<file path="src/rtl/sipo_frame_receiver.sv">
// Serial frame receiver: start(1) + WIDTH data bits MSB-first + stop(0), one bit per s_en strobe,
// deserialized into a one-deep valid/ready buffer with flagged and counted framing/overrun errors.
//   state   | meaning
//   IDLE    | hunting for a start bit
//   DATA    | shifting in data bits, down-counter at 0 marks the last one
//   STOP    | checking the stop bit, then hand off, drop or flag
module sipo_frame_receiver #(
    parameter int WIDTH     = 4,
    parameter int ERR_CNT_W = 8
) (
    input  logic                 clk,
    input  logic                 rst,
    input  logic                 s_en,
    input  logic                 s_in,
    output logic [WIDTH-1:0]     m_data,
    output logic                 m_valid,
    input  logic                 m_ready,
    output logic                 busy,
    output logic                 frm_err,
    output logic                 overrun,
    output logic [ERR_CNT_W-1:0] err_cnt
);

    localparam int CNT_W = (WIDTH > 2) ? $clog2(WIDTH) : 1;
    localparam logic [CNT_W-1:0] LAST_BIT = CNT_W'(WIDTH - 1);

    typedef enum logic [1:0] {
        ST_IDLE = 2'd0,
        ST_DATA = 2'd1,
        ST_STOP = 2'd2
    } state_t;

    state_t               r_state, w_state_nxt;
    logic [CNT_W-1:0]     r_cnt, w_cnt_nxt;
    logic [WIDTH-1:0]     r_shreg, w_shreg_nxt;
    logic [WIDTH-1:0]     r_data;
    logic                 r_valid;
    logic                 r_busy;
    logic                 r_frm_err;
    logic                 r_overrun;
    logic [ERR_CNT_W-1:0] r_err_cnt;
    logic                 w_load;
    logic                 w_ferr;
    logic                 w_ovr;

    always_comb begin
        w_state_nxt = r_state;
        w_cnt_nxt   = r_cnt;
        w_shreg_nxt = r_shreg;
        w_load      = 1'b0;
        w_ferr      = 1'b0;
        w_ovr       = 1'b0;
        if (s_en) begin
            case (r_state)
                ST_IDLE: begin
                    if (s_in) begin
                        w_state_nxt = ST_DATA;
                        w_cnt_nxt   = LAST_BIT;
                    end
                end
                ST_DATA: begin
                    w_shreg_nxt = {r_shreg[WIDTH-2:0], s_in};
                    if (r_cnt == '0) begin
                        w_state_nxt = ST_STOP;
                    end else begin
                        w_cnt_nxt = r_cnt - CNT_W'(1);
                    end
                end
                ST_STOP: begin
                    w_state_nxt = ST_IDLE;
                    // A consume on this same cycle frees the buffer for the new word.
                    if (s_in) begin
                        w_ferr = 1'b1;
                    end else if (!r_valid || m_ready) begin
                        w_load = 1'b1;
                    end else begin
                        w_ovr = 1'b1;
                    end
                end
                default: w_state_nxt = ST_IDLE;
            endcase
        end
    end

    always_ff @(posedge clk) begin
        if (!rst) begin
            r_state   <= ST_IDLE;
            r_cnt     <= '0;
            r_shreg   <= '0;
            r_data    <= '0;
            r_valid   <= 1'b0;
            r_busy    <= 1'b0;
            r_frm_err <= 1'b0;
            r_overrun <= 1'b0;
            r_err_cnt <= '0;
        end else begin
            r_state   <= w_state_nxt;
            r_cnt     <= w_cnt_nxt;
            r_shreg   <= w_shreg_nxt;
            r_busy    <= (w_state_nxt != ST_IDLE);
            r_frm_err <= w_ferr;
            r_overrun <= w_ovr;
            if (w_load) begin
                r_data  <= r_shreg;
                r_valid <= 1'b1;
            end else if (r_valid && m_ready) begin
                r_valid <= 1'b0;
            end
            if ((w_ferr || w_ovr) && (r_err_cnt != '1)) begin
                r_err_cnt <= r_err_cnt + ERR_CNT_W'(1);
            end
        end
    end

    assign m_data  = r_data;
    assign m_valid = r_valid;
    assign busy    = r_busy;
    assign frm_err = r_frm_err;
    assign overrun = r_overrun;
    assign err_cnt = r_err_cnt;

endmodule

</file>
<file path="config.mk">
export PLATFORM = sky130hd
export DESIGN_NAME = sipo_frame_receiver
export DESIGN_NICKNAME = d
export VERILOG_FILES = /design/src/rtl/sipo_frame_receiver.sv
export SDC_FILE = /design/constraint.sdc
export NUM_CORES = 1
export LEC_CHECK = 0
export CORE_AREA = 3 3 58 60
export CTS_CLUSTER_SIZE = 12
export DETAILED_ROUTE_END_ITERATION = 12
export DIE_AREA = 0 0 61 63
export GPL_ROUTABILITY_DRIVEN = 0
export PLACE_DENSITY_LB_ADDON = 0.05
export SLEW_MARGIN = 40
export SYNTH_ARGS = -nofsm -noshare
export SYNTH_HDL_FRONTEND = slang
export SYNTH_SLANG_ARGS = --single-unit
</file>
<file path="constraint.sdc">
create_clock -name clk -period 4.2 [get_ports clk]
set_clock_uncertainty 0.05 [all_clocks]
set_input_delay 0.84 -clock clk [delete_from_list [all_inputs] [get_ports clk]]
set_output_delay 0.84 -clock clk [all_outputs]
set_load 0.005 [all_outputs]
</file>
======== Word-level counts from Yosys, hierarchy flattened ========
Index checks and enable logic that the tools add are counted.
operators by class
  equality and inequality tests ........... 5
  add/subtract/negate cells ............... 2
  reductions and logical operators ........ 12
  muxes and demuxes ....................... 20
operators with widths
  kind                                                 count
  two-way mux 1 bit                                    13
  two-way mux 2 bit                                    5
  adder 8 x 1 -> 8 bit, second input constant          1
  != test 8 bit, second input constant                 1
  one-hot mux 2 bit (2 select lines)                   2
  nonzero test 2 bit                                   3
  logical NOT 2 bit                                    2
  != test 2 bit, second input constant                 2
  AND reduction 4 bit                                  1
  equality test 2 x 1 -> 1 bit, second input constant  1
  equality test 2 bit, second input constant           1
  logical AND 1 bit                                    2
  logical OR 1 bit                                     2
  AND reduction 2 bit                                  1
  subtractor 2 x 1 -> 2 bit, second input constant     1
  logical NOT 1 bit                                    1
word-level totals
  register bits after elaboration ......... 24
  logic and storage cells ................. 48
  output and inout bits ................... 16

======== Longest topological paths before layout ========
  depth after elaboration ................. 8
  depth in mapped cells ................... 5
  depth with buffers taken out ............ 5

======== Least setup slack after synthesis ========
Ideal clock, no wire load.
  path type ............................... input -> register
  start ................................... in m_ready
  end ..................................... reg r_err_cnt[4] (netlist: err_cnt[4])
  library setup time ...................... 0.070 ns
  required time ........................... 4.080 ns
  arrival ................................. 1.839 ns
  setup slack ............................. 2.241 ns
  stages on the path ...................... 4
  path buffers ............................ 0
  path through ............................ nor2b_1 o21ai_2 or4_1 a21oi_1
on the way
  word-level cells in the longest chain between the ends .. 7
RTL lines
  item                  RTL line  source
  start, declared       17        input logic m_ready,
  logical OR 1 bit      74        end else if (!r_valid || m_ready) begin
  two-way mux 1 bit     74
  two-way mux 1 bit     72        if (s_in) begin
  two-way mux 1 bit     54        case (r_state)
  two-way mux 1 bit     53        if (s_en) begin
  logical OR 1 bit      109       if ((w_ferr || w_ovr) && (r_err_cnt != '1)) begin
  logical AND 1 bit     109
  end signal, assigned  110       r_err_cnt <= r_err_cnt + ERR_CNT_W'(1);
  end, declared         41        logic [ERR_CNT_W-1:0] r_err_cnt;
No other way between the ends.
A chain may end at the register's enable or synchronous reset.

======== Worst setup path in the final report ========
  start ................................... in s_in
  end ..................................... reg r_data[1] (netlist: m_data[1])
on the way
  word-level cells in the longest chain between the ends .. 3
RTL lines
  item                  RTL line  source
  start, declared       14        input logic s_in,
  two-way mux 1 bit     72
  two-way mux 1 bit     54
  two-way mux 1 bit     53
  end signal, assigned  104       r_data <= r_shreg;
  end, declared         36        logic [WIDTH-1:0] r_data;
No other way between the ends.

==> results.txt <==
Run status: completed
Initial Utilization: 34.2%
CTS tree: built
Area grow syn2layout: 26.1%
Final hold slack: 0.434 ns
Number of global-route vias before repair: 809
CP Launch Type: primary input
Most frequent cell after synthesis: dfxtp_1
WL met1: 1.06 mm
Initial antenna violation count: 0
Leakage: 0.524 nW
Max Root-Sink Buffers: 2
GRT overflow: 0
DRC viols: 0
Fill cell count: 292
I/O pin count: 21
Via count: 868
Post-synth top cells: dfxtp_1 (24), nor2_1 (17), mux2i_1 (8), a21oi_1 (7), inv_1 (7)
Fin. Hold Viols: 0
Clk root buf: clkbuf_4
Placed Instances: 160
VDD IR max: 0.192 mV
Synth Instances: 110
Clock latency at the later pin of the worst-skew pair: 0.31 ns
Largest net degree at the start of global routing: 22
Synth area leader: dfxtp_1
Critical path required time: 4.34 ns
Total wire length: 2.10 mm
Share of the synthesized area in the top cell type: 47.1%
Worst slew margin: 56.4%
Die area: 3840 sq um
First-pass DRT Iterations: 4
Seq cells post-synth: 24
Final antenna-violating net count: 0
Yosys Warn Count: 0
Post-DP HPWL: 1.53 mm
DR iter-0 viols: 34
CP Class: primary input to register
Uppermost routed layer: met4
Clock Sinks: 24
Yosys cell types: 35
WL met3: 75 um
HP Class: register to register
Crit share post-route: 54.0%
Unrepaired setup endpoints after global routing: false
Mapped Area: 1020 sq um
Synth Area per Inst: 9.27 sq um
Post-CTS Setup Inserts: 0
Pwr Density: 297 nW/um^2
Row cnt: 20
# setup viols final: 0
Worst-Margin Slew: 0.653 ns
Layout cells sized above 1: 6.11%
Die X-Extent: 61 um
Port bufs: 20
Ys async rst share: 0%
Non-filler cells in the finished layout: 164
Slew Viols, Final: 0
Main area contributors after synthesis: dfxtp_1 (47%), mux2i_1 (7.9%), nor2_1 (6.3%)
Core Box Area: 2980 sq um
Wire per inst: 12.8 um
CP max FO: 8
Via/cell ratio: 5.29
Gr usage total: 12.6%
Register area share after synthesis: 47.1%
Final TNS setup: 0 ns
Die height: 63 um
Post-synth EDFFs: 0
Max Cap Violations: 0
Mapped Nets: 117
Hold buffer count at CTS: 0
Met2 WL: 949 um
First-pass GRT wire length: 3.64 mm
Clock transition at path regs: 0.13 ns
Fmax: 441 MHz
H-tree levels: 1
TritonCTS Buffers: 3
Worst Path Arrival: 2.41 ns
Fin crit period: 2.27 ns
CTS resizes: 0
Top_reg_cell synth: dfxtp_1
Final net count: 139
Critical path capture point type: register
Ant diodes: 0
stage by stage:
| stage | setup WS (ns) | power (mW) | utilization (%) | instance area [sq um] |
|---|---|---|---|---|
| after floorplan | 2.24 | 0.257 | - | 1020 |
| after global placement | 1.63 | 0.268 | 42.0 | 1250 |
| after detailed placement | 1.60 | 0.269 | 42.0 | 1250 |
| after CTS | 1.95 | 0.391 | 43.2 | 1290 |
| after global routing | 1.85 | 0.407 | 43.2 | 1290 |
| final | 1.93 | 0.382 | 43.2 | 1290 |
path summary, 6_finish.rpt:
check / slack, ns / endpoint / from / cells after the start
max: 1.93 / m_data[1] / s_in / 5
min: 0.43 / r_cnt[0] / r_cnt[0] / 1
max reg2reg: 2.56 / err_cnt[4] / m_valid / 4
min reg2reg: 0.43 / r_cnt[0] / r_cnt[0] / 1
cells by family (layout without fill, tap and decap cells):
family | count (synthesis) | after routing | synth area share, %
simple gates | 41 | 41 | 21.5
compound gates | 24 | 24 | 16.3
flops | 24 | 24 | 47.1
buf+inv | 10 | 31 | 3.68
mux | 9 | 9 | 8.96
fa+ha+maj | 2 | 2 | 2.45
final cells by class:
| class | count | area (sq um) | share of cell area (%) |
|---|---|---|---|
| Sequential cell | 24 | 480 | 37.4 |
| Clock buffer | 4 | 36.3 | 2.82 |
| Inverter | 7 | 26.3 | 2.04 |
| Tap cell | 33 | 41.3 | 3.21 |
| Multi-Input combinational cell | 76 | 502 | 39.0 |
| Timing Repair Buffer | 20 | 200 | 15.6 |
flip-flops by register name, summed over array words and instances (netlist names):
| name | count |
|---|---|
| err_cnt | 8 |
| m_data | 4 |
| r_shreg | 4 |
| r_cnt | 2 |
| r_state | 2 |
| busy | 1 |
| frm_err | 1 |
| m_valid | 1 |
| overrun | 1 |
placed cells by master, fill, tap and decap left out, types with 2 or more instances in the layout:
cell type | synthesis | routed
a211oi_1 | 3 | 3
ha_1 | 2 | 2
a21oi_1 | 7 | 7
clkdlybuf4s50_1 | 0 | 20
o31ai_1 | 2 | 2
dfxtp_1 | 24 | 24
nand3_1 | 3 | 3
o21ai_0 | 3 | 3
mux2i_1 | 8 | 8
nand2_1 | 2 | 2
nor2_1 | 17 | 17
or3_1 | 3 | 3
and3_1 | 5 | 5
clkbuf_4 | 0 | 3
inv_1 | 7 | 7
power by group:
part | switching [mW] | internal (mW) | total, mW | leakage, nW
combinational | 0.0150 | 0.0130 | 0.0280 | 0.308
sequential | 0.00346 | 0.232 | 0.235 | 0.194
clock | 0.0661 | 0.0529 | 0.119 | 0.0210
metal layers:
layer  vias to the layer above  GRT usage, %
met1                       410          17.3
met3                         2          3.51
met2                        13          17.9
met4                         0          5.69
met5                         -             0
li1                        443             -
worst max-delay path, stage by stage:
cell             delay, ns
clkdlybuf4s50_1       0.56
nor4bb_1              0.50
nand2b_1              0.25
mux2i_1               0.21
nor2_1                0.05
No activity file was read; power rests on OpenSTA's default activity.
